<file path="config.mk">
export PLATFORM = sky130hd
export DESIGN_NAME = wb_initiator
export DESIGN_NICKNAME = d
export VERILOG_FILES = /design/src/rtl/wb_initiator.sv
export SDC_FILE = /design/constraint.sdc
export NUM_CORES = 1
export LEC_CHECK = 0
export ABC_AREA = 0
export CORE_ASPECT_RATIO = 1.5
export CORE_UTILIZATION = 29
export CTS_BUF_LIST = sky130_fd_sc_hd__clkbuf_8
export DETAILED_ROUTE_END_ITERATION = 8
export PLACE_DENSITY = 0.57
export SYNTH_ARGS = -nofsm -noshare
export SYNTH_HDL_FRONTEND = slang
export SYNTH_SLANG_ARGS = --single-unit
</file>
<file path="constraint.sdc">
create_clock -name clk -period 1.95 [get_ports clk]
set_clock_uncertainty 0.15 [all_clocks]
set_input_delay 0.39 -clock clk [delete_from_list [all_inputs] [get_ports clk]]
set_output_delay 0.39 -clock clk [all_outputs]
set_load 0.01 [all_outputs]
</file>
<file path="src/rtl/wb_initiator.sv">
// wb_initiator: Wishbone classic initiator that turns a command/response
// handshake into single-beat or incrementing-burst bus cycles, one beat at
// a time, with per-beat response backpressure.
// Optional watchdog: define WB_INITIATOR_TIMEOUT_EN to abort a beat that is
// not acknowledged within TIMEOUT cycles (remaining beats are discarded).
module wb_initiator #(
    parameter int ADDR_W  = 32,
    parameter int DATA_W  = 32,
    parameter int LEN_W   = 8,
    parameter int TIMEOUT = 255,
    localparam int SEL_W  = DATA_W / 8
) (
    input  logic              clk,
    input  logic              reset_n,
    input  logic              cmd_valid,
    output logic              cmd_ready,
    input  logic              cmd_we,
    input  logic [ADDR_W-1:0] cmd_addr,
    input  logic [DATA_W-1:0] cmd_wdata,
    input  logic [SEL_W-1:0]  cmd_sel,
    input  logic [LEN_W-1:0]  cmd_len,
    output logic              rsp_valid,
    input  logic              rsp_ready,
    output logic [DATA_W-1:0] rsp_rdata,
    output logic              rsp_err,
    output logic              rsp_last,
    output logic              busy,
    output logic              wbm_cyc_o,
    output logic              wbm_stb_o,
    output logic              wbm_we_o,
    output logic [ADDR_W-1:0] wbm_adr_o,
    output logic [SEL_W-1:0]  wbm_sel_o,
    output logic [DATA_W-1:0] wbm_dat_o,
    input  logic [DATA_W-1:0] wbm_dat_i,
    input  logic              wbm_ack_i
);

    typedef enum logic [1:0] {
        IDLE = 2'd0,
        REQ  = 2'd1,
        RESP = 2'd2
    } state_t;

    state_t             state;
    logic [LEN_W-1:0]   beats_left;

`ifdef WB_INITIATOR_TIMEOUT_EN
    localparam int TO_W = $clog2(TIMEOUT + 1);
    logic [TO_W-1:0] timer;
`else
    // Without the watchdog a beat can never be aborted.
    assign rsp_err = 1'b0;
`endif

    // Command/bus/response sequencer; the bus address register doubles as the beat address.
    always_ff @(posedge clk) begin
        if (!reset_n) begin
            state      <= IDLE;
            beats_left <= '0;
            cmd_ready  <= 1'b0;
            busy       <= 1'b0;
            rsp_valid  <= 1'b0;
            rsp_rdata  <= '0;
            rsp_last   <= 1'b0;
            wbm_cyc_o  <= 1'b0;
            wbm_stb_o  <= 1'b0;
            wbm_we_o   <= 1'b0;
            wbm_adr_o  <= '0;
            wbm_sel_o  <= '0;
            wbm_dat_o  <= '0;
`ifdef WB_INITIATOR_TIMEOUT_EN
            rsp_err    <= 1'b0;
            timer      <= '0;
`endif
        end else begin
            case (state)
                IDLE: begin
                    if (cmd_ready && cmd_valid) begin
                        cmd_ready  <= 1'b0;
                        busy       <= 1'b1;
                        wbm_cyc_o  <= 1'b1;
                        wbm_stb_o  <= 1'b1;
                        wbm_we_o   <= cmd_we;
                        wbm_adr_o  <= cmd_addr;
                        wbm_dat_o  <= cmd_wdata;
                        wbm_sel_o  <= cmd_sel;
                        beats_left <= cmd_len;
`ifdef WB_INITIATOR_TIMEOUT_EN
                        timer      <= '0;
`endif
                        state      <= REQ;
                    end else begin
                        cmd_ready  <= 1'b1;
                    end
                end
                REQ: begin
                    if (wbm_ack_i) begin
                        wbm_cyc_o <= 1'b0;
                        wbm_stb_o <= 1'b0;
                        rsp_valid <= 1'b1;
                        rsp_rdata <= wbm_we_o ? '0 : wbm_dat_i;
                        rsp_last  <= (beats_left == '0);
`ifdef WB_INITIATOR_TIMEOUT_EN
                        rsp_err   <= 1'b0;
`endif
                        state     <= RESP;
                    end
`ifdef WB_INITIATOR_TIMEOUT_EN
                    else if (timer == TO_W'(TIMEOUT - 1)) begin
                        wbm_cyc_o <= 1'b0;
                        wbm_stb_o <= 1'b0;
                        rsp_valid <= 1'b1;
                        rsp_rdata <= '0;
                        rsp_last  <= 1'b1;
                        rsp_err   <= 1'b1;
                        state     <= RESP;
                    end else begin
                        timer     <= timer + TO_W'(1);
                    end
`endif
                end
                RESP: begin
                    if (rsp_ready) begin
                        rsp_valid <= 1'b0;
                        if (rsp_last) begin
                            busy      <= 1'b0;
                            cmd_ready <= 1'b1;
                            state     <= IDLE;
                        end else begin
                            wbm_adr_o  <= wbm_adr_o + ADDR_W'(SEL_W);
                            beats_left <= beats_left - LEN_W'(1);
                            wbm_cyc_o  <= 1'b1;
                            wbm_stb_o  <= 1'b1;
`ifdef WB_INITIATOR_TIMEOUT_EN
                            timer      <= '0;
`endif
                            state      <= REQ;
                        end
                    end
                end
                default: begin
                    state <= IDLE;
                end
            endcase
        end
    end

endmodule

</file>
==> results of run 1 <==
==> layout make-up <==
type	count	area share (%)
repair buffers	308	33.6
multi-input cells	512	31.9
flip-flops and latches	116	26.1
well taps	248	3.44
clock buffers	18	2.74
clock inverters	13	1.79
inverters	9	0.388
diodes	1	0.0277
==> state kept, by name, indices dropped and copies added, names as in the netlist, 2 cells and up <==
register and flops:
state 2, beats_left 8, rsp_rdata 32, wbm_sel_o 4
wbm_dat_o 32, wbm_adr_o 32
==> where the power goes <==
| part | switching [mW] | leakage, nW | internal (mW) |
|---|---|---|---|
| Combinational | 1.03 | 2.43 | 1.13 |
| Clock | 1.05 | 0.190 | 1.28 |
| Sequential | 0.175 | 0.955 | 2.63 |
| Total | 2.26 | 3.58 | 5.05 |
==> cells by family after synthesis <==
kind of cell / after synthesis / share of synthesized area (%)
compound gates: 189 / 21.2
fa+ha+maj: 3 / 0.694
mux: 5 / 0.948
flops: 116 / 42.9
other cells: 1 / 0.0693
buf+inv: 65 / 5.55
simple gates: 314 / 28.6
==> worst paths after layout <==
check,depth (start not counted),startpoint,endpoint,slack [ns]
worst max-delay path,5,wbm_adr_o[11],wbm_adr_o[21],0.05
worst min-delay path,2,wbm_dat_o[7],wbm_dat_o[7],0.30
worst max register to register,5,wbm_adr_o[11],wbm_adr_o[21],0.05
worst min register to register,2,wbm_dat_o[7],wbm_dat_o[7],0.30
==> critical path, cell delays in order, from the launching register on <==
cell                      delay, ns
sky130_fd_sc_hd__dfxtp_1       0.35
sky130_fd_sc_hd__and4_4        0.25
sky130_fd_sc_hd__nand3_4       0.12
sky130_fd_sc_hd__or2_1         0.26
sky130_fd_sc_hd__o311a_2       0.37
sky130_fd_sc_hd__o31a_1        0.29
==> cells in the final DEF (no fill, tap or decap), types with 5 or more instances in the layout <==
| cell | instances |
|---|---|
| sky130_fd_sc_hd__clkdlybuf4s50_1 | 179 |
| sky130_fd_sc_hd__nand2_1 | 129 |
| sky130_fd_sc_hd__a21oi_1 | 95 |
| sky130_fd_sc_hd__dfxtp_1 | 95 |
| sky130_fd_sc_hd__buf_4 | 71 |
| sky130_fd_sc_hd__nor2_1 | 63 |
| sky130_fd_sc_hd__nor3b_1 | 34 |
| sky130_fd_sc_hd__dlygate4sd2_1 | 30 |
| sky130_fd_sc_hd__o21ai_0 | 28 |
| sky130_fd_sc_hd__nand3_1 | 22 |
| sky130_fd_sc_hd__clkbuf_8 | 18 |
| sky130_fd_sc_hd__dfxtp_2 | 17 |
| sky130_fd_sc_hd__buf_12 | 13 |
| sky130_fd_sc_hd__nor3_1 | 11 |
| sky130_fd_sc_hd__dlymetal6s2s_1 | 11 |
| sky130_fd_sc_hd__inv_1 | 9 |
| sky130_fd_sc_hd__a22oi_1 | 7 |
| sky130_fd_sc_hd__a211oi_1 | 6 |
| sky130_fd_sc_hd__a31oi_1 | 6 |
| sky130_fd_sc_hd__clkinvlp_4 | 6 |
| sky130_fd_sc_hd__nand3b_1 | 5 |
| sky130_fd_sc_hd__or3_1 | 5 |
| sky130_fd_sc_hd__nand4_1 | 5 |
| sky130_fd_sc_hd__o41ai_1 | 5 |
==> what timing repair did <==
| item | in CTS | in global routing |
|---|---|---|
| pin swaps | 0 | 4 |
| endpoints found under the setup margin | 37 | 29 |
| gates resized for setup | 44 | 35 |
| setup buffers | 0 | 3 |
==> stage by stage <==
step	hold WS (ns)	setup WS [ns]
4_1_cts	0.305	0.00590
5_1_grt	0.312	-0.0154
3_3_place_gp	0.291	-0.262
3_5_place_dp	0.296	-0.284
2_1_floorplan	0.305	0.000332
6_report	0.303	0.0503
==> routing by layer <==
metal | up-vias | share of wire [%]
met5 | - | 0
met2 | 181 | 53
met3 | 20 | 6.7
met1 | 2775 | 39
met4 | 0 | 1.8
li1 | 2982 | -
==> metrics, run 1 <==
maximum resistive drop on vdd=0.392 mV; htree depth=4; number of cells in the finished layout apart from fillers=1225; post-DR vias/cell=4.86; Root Buffer Master=sky130_fd_sc_hd__clkbuf_8; post-layout utilization of the core=49.9%; endpoint required time on the critical path=2.13 ns; busiest layer in global routing=met2; standard-cell rows=60; minimum period implied by the final worst setup slack=1.90 ns; starting density of the core=29.9%; boundary pin count=222; aggregate routed wire length=18.9 mm; count of cell types in the netlist=69; placed cell count=1190; outcome=finished, final reports clean; pwr/cell area=809 nW/um2; Design Power=7.31 mW; crit-path max FO=5; arrival time at the worst endpoint=2.08 ns; total routing resource utilization after global routing=19.9%; syn nets=810; Area Overhead vs Synth=66.9%; area used by multi-input combinational logic=2880 um2; DRC errors left=0; Post-CTS Hold Fix Bufs=0; Final setup violation count=0; Std-Cell Core Area=18100 um2; fraction of layout cells with a size suffix above 1=17.0%; Peak Freq=526 MHz; post-synthesis average cell area=7.81 um2; via count=5958; most area-consuming cells after synthesis=sky130_fd_sc_hd__dfxtp_1 43%, sky130_fd_sc_hd__nand2_1 9.1%, sky130_fd_sc_hd__a21oi_1 8.8%; proportion of register bits with asynchronous set or reset after synthesis=0%; area of the die=19200 um2; post-route setup TNS=0 ns; YS warnings=0; largest buffer count on any clock path=2; Synth top cells by count=131 x sky130_fd_sc_hd__nand2_1, 116 x sky130_fd_sc_hd__dfxtp_1, 95 x sky130_fd_sc_hd__a21oi_1, 64 x sky130_fd_sc_hd__nor2_1, 39 x sky130_fd_sc_hd__clkbuf_1; TritonCTS clock tree=done; period utilization=97.4%; Worst setup SP type=flip-flop; RD Place Congestion=0.816; Worst Setup End Kind=flip-flop; area taken by flip-flops and latches=2360 um2; Netlist Area Pre-Place=5410 um2; final max-slew violation count=0; Max Cap Violations=0; cell area reported after detailed placement=8490 um2; library cell occupying the most area in the post-synthesis netlist=sky130_fd_sc_hd__dfxtp_1; clk_lat worst skew=0.44 ns; initial antenna violation count=1; dominant register cell in the synthesized netlist=sky130_fd_sc_hd__dfxtp_1; number of hold violations in the final report=0; met1 routing resource usage after global routing=20.8%; height of the die=169 um; Num CTS Buffers=17; global-route met3 utilization=6.07%; clock transition time at the flip-flop clock pins of the worst setup and hold paths=0.07 ns; number of standard cells after synthesis=693; start-to-end type of the worst setup path=reg2reg; wire length per cell=15.5 um; clock tree sinks=116; count of filler cells inserted in the layout=1767; leakage power=3.58 nW; global-route wire length before repair=29.6 mm; fin nets=1081; grt ovf=0; hpwl dp=13.8 mm; die extent in x=114 um; via count of the first global-routing pass=5783; number of port buffers=220; post-synthesis sequential area ratio=42.9%; Iter 0 DRT Violations=297; number of synthesized register bits=116; 1st-pass router iterations=4; Post-DRT Antenna Nets=0; unrepaired setup endpoints after global routing=true; final standard cell area without fillers=9030 um2; most common cell in the synthesized netlist=sky130_fd_sc_hd__nand2_1; grt met2 use=36.5%; type of the tightest min-delay check=reg2reg; pin count of the biggest net entering global routing=39; area share of the largest cell type after synthesis=42.9%; Post-synth EDFFs=0
No activity file was read; power rests on OpenSTA's default activity.
==> run 2: changes to the inputs <==
--- a/config.mk
+++ b/config.mk
@@ -7,6 +7,7 @@
 export LEC_CHECK = 0
 export ABC_AREA = 0
 export CORE_ASPECT_RATIO = 1.5
+export CORE_MARGIN = 2
 export CORE_UTILIZATION = 29
 export CTS_BUF_LIST = sky130_fd_sc_hd__clkbuf_8
 export DETAILED_ROUTE_END_ITERATION = 8
==> metrics, run 2 (same netlist as run 1, synthesis figures left out) <==
DRC errors left=0; type of the tightest min-delay check=reg2reg; Reg2Reg Setup Slack=-0.03 ns; Iter 0 DRT Violations=219; met1 routing resource usage after global routing=21.0%; Worst Setup End Kind=flip-flop; Std-Cell Core Area=18400 um2; fraction of power consumed by the clock network=30.9%; largest buffer count on any clock path=2; endpoint required time on the critical path=2.13 ns; violations in the final reports=setup timing; Post-CTS Hold Fix Bufs=0; post-route setup TNS=-0.0558 ns; post-layout utilization of the core=49.5%; Num CTS Buffers=17; period utilization=102%; RD Place Congestion=0.857; via count=5947; global-route met3 utilization=5.81%; number of hold violations in the final report=0; worst min-delay path endpoint=wbm_dat_o[14]; worst-path cell with the longest stage delay=sky130_fd_sc_hd__dfxtp_4; number of cells in the finished layout apart from fillers=1228; htree depth=4; TritonCTS clock tree=done; Comb pwr share=30.4%; pwr/cell area=796 nW/um2; minimum period implied by the final worst setup slack=1.98 ns; fin nets=1080; number of logic stages on the critical path including buffering=8; Bufs and invs on worst path=2; most frequent standard cell in the layout excluding fill and tap cells=sky130_fd_sc_hd__clkdlybuf4s50_1; Peak Freq=505 MHz; Max Cap Violations=0; largest registers=rsp_rdata: 32 flops, wbm_adr_o: 32 flops, wbm_dat_o: 32 flops; fraction of layout cells with a size suffix above 1=17.5%; outcome=finished, violations left; 1st-pass router iterations=4; hpwl dp=14.0 mm; count of filler cells inserted in the layout=1788; worst r2r path cells=8; Hold Path Origin=wbm_dat_o[14]; worst reg2reg startpoint=wbm_adr_o[3]; start-to-end type of the worst setup path=reg2reg; Seq pwr share=38.7%; Post-DRT Antenna Nets=0; end of the worst register-to-register path=wbm_adr_o[30]; clk_lat worst skew=0.43 ns; busiest layer in global routing=met2; grt met2 use=35.0%; via count of the first global-routing pass=5930; total routing resource utilization after global routing=19.3%; final max-slew violation count=0; sequence of cells on the critical path=ha_4 > and3_4 > nand4_1 > buf_6 > buf_12 > or3_4 > o211ai_1 > a21oi_2; post-DR vias/cell=4.84; global-route wire length before repair=30.0 mm; clock transition time at the flip-flop clock pins of the worst setup and hold paths=0.08 ns; aggregate routed wire length=19.2 mm; crit-path max FO=5; clock tree sinks=116; total internal power=4.97 mW; Net Switching=2.27 mW; standard-cell rows=61; n_diodes=0; wire length per cell=15.7 um; starting density of the core=29.4%; pin count of the biggest net entering global routing=45; arrival time at the worst endpoint=2.16 ns; switching portion of total power=31.3%; number of port buffers=220; worst-case setup margin in the final layout=-0.0313 ns; Slowest Stage Delay on Critical Path=0.38 ns; Area Overhead vs Synth=68.2%; die extent in x=116 um; maximum resistive drop on vdd=0.428 mV; Root Buffer Master=sky130_fd_sc_hd__clkbuf_8; initial antenna violation count=0; placed cell count=1189; Cells on Worst Hold Path=2; CP delay by family, top=simple AND/OR/NAND/NOR gates; height of the die=171 um; area of the die=19800 um2; top library cells by usage in the layout, fill and taps aside=186 x sky130_fd_sc_hd__clkdlybuf4s50_1, 129 x sky130_fd_sc_hd__nand2_1, 100 x sky130_fd_sc_hd__dfxtp_1; grt ovf=0; Worst setup SP type=flip-flop; unrepaired setup endpoints after global routing=true; Final setup violation count=5; boundary pin count=222; leakage power=3.55 nW
run 2: cell count changes in the layout (fill, tap and decap cells not counted), moves of 3 or more:
cell and change:
sky130_fd_sc_hd__nand3_2 +3, sky130_fd_sc_hd__dfxtp_2 -4, sky130_fd_sc_hd__dlygate4sd2_1 -4, sky130_fd_sc_hd__clkdlybuf4s50_1 +7
sky130_fd_sc_hd__dfxtp_1 +5, sky130_fd_sc_hd__dlymetal6s2s_1 -3
run 2: worst max path at each step:
stage,startpoint,to
finish,wbm_adr_o[3],wbm_adr_o[30]
detailed placement,rsp_ready,beats_left[5]
global placement,rsp_ready,wbm_adr_o[19]
floorplan,wbm_adr_o[5],wbm_adr_o[21]
CTS,wbm_adr_o[2],wbm_adr_o[30]
global route,wbm_adr_o[3],wbm_adr_o[30]
run 2: tightest hold or removal path: cells and delay by family (launching register included):
| family | cells | cell delay, ns |
|---|---|---|
| and+or+nand+nor | 1 | 0.05 |
| DFF | 1 | 0.31 |
| AOI/OAI and AO/OA | 1 | 0.05 |
run 2: metrics by stage:
stage | cell area (um2) | power [mW] | worst slack (ns) | hold slack (ns)
floorplan | 5430 | 3.82 | 0.000332 | 0.305
global placement | 8470 | 5.07 | -0.243 | 0.291
detailed placement | 8470 | 5.08 | -0.292 | 0.296
CTS | 8890 | 7.29 | -0.0579 | 0.305
global route | 9100 | 7.68 | -0.111 | 0.321
finish | 9100 | 7.24 | -0.0313 | 0.304
run 2: routing by layer:
layer  share of wire, %  vias to the layer above  wire [um]
li1                   -                     2980          -
met1                 38                     2768       7410
met2                 53                      181      10300
met3                6.4                       18       1230
met4                1.8                        0        340
met5                  0                        -          0
run 2: power groups by stage:
stage                     clock [mW]  sequential (mW)  combinational [mW]
after floorplan                    0             2.96               0.863
after global placement             0             2.84                2.23
after detailed placement           0             2.85                2.23
after CTS                       2.30             2.80                2.19
after global routing            2.42             2.84                2.42
final                           2.24             2.80                2.20
run 2: repair_timing:
action                                 in CTS  in global routing
gates cloned                                0                  1
pin swaps                                   1                 13
gates resized for setup                    38                 38
endpoints found under the hold margin       0                  0
setup endpoints to repair                  34                 29
buffers inserted                            2                  4
run 2: final cells by class:
cell class                      instances  area, um2  area share, %
Clock buffer                           19        262           2.87
Clock inverter                         13        135           1.48
Inverter                                9       35.0          0.385
Multi-Input combinational cell        512       2960           32.5
Sequential cell                       116       2350           25.8
Tap cell                              252        315           3.46
Timing Repair Buffer                  307       3040           33.4
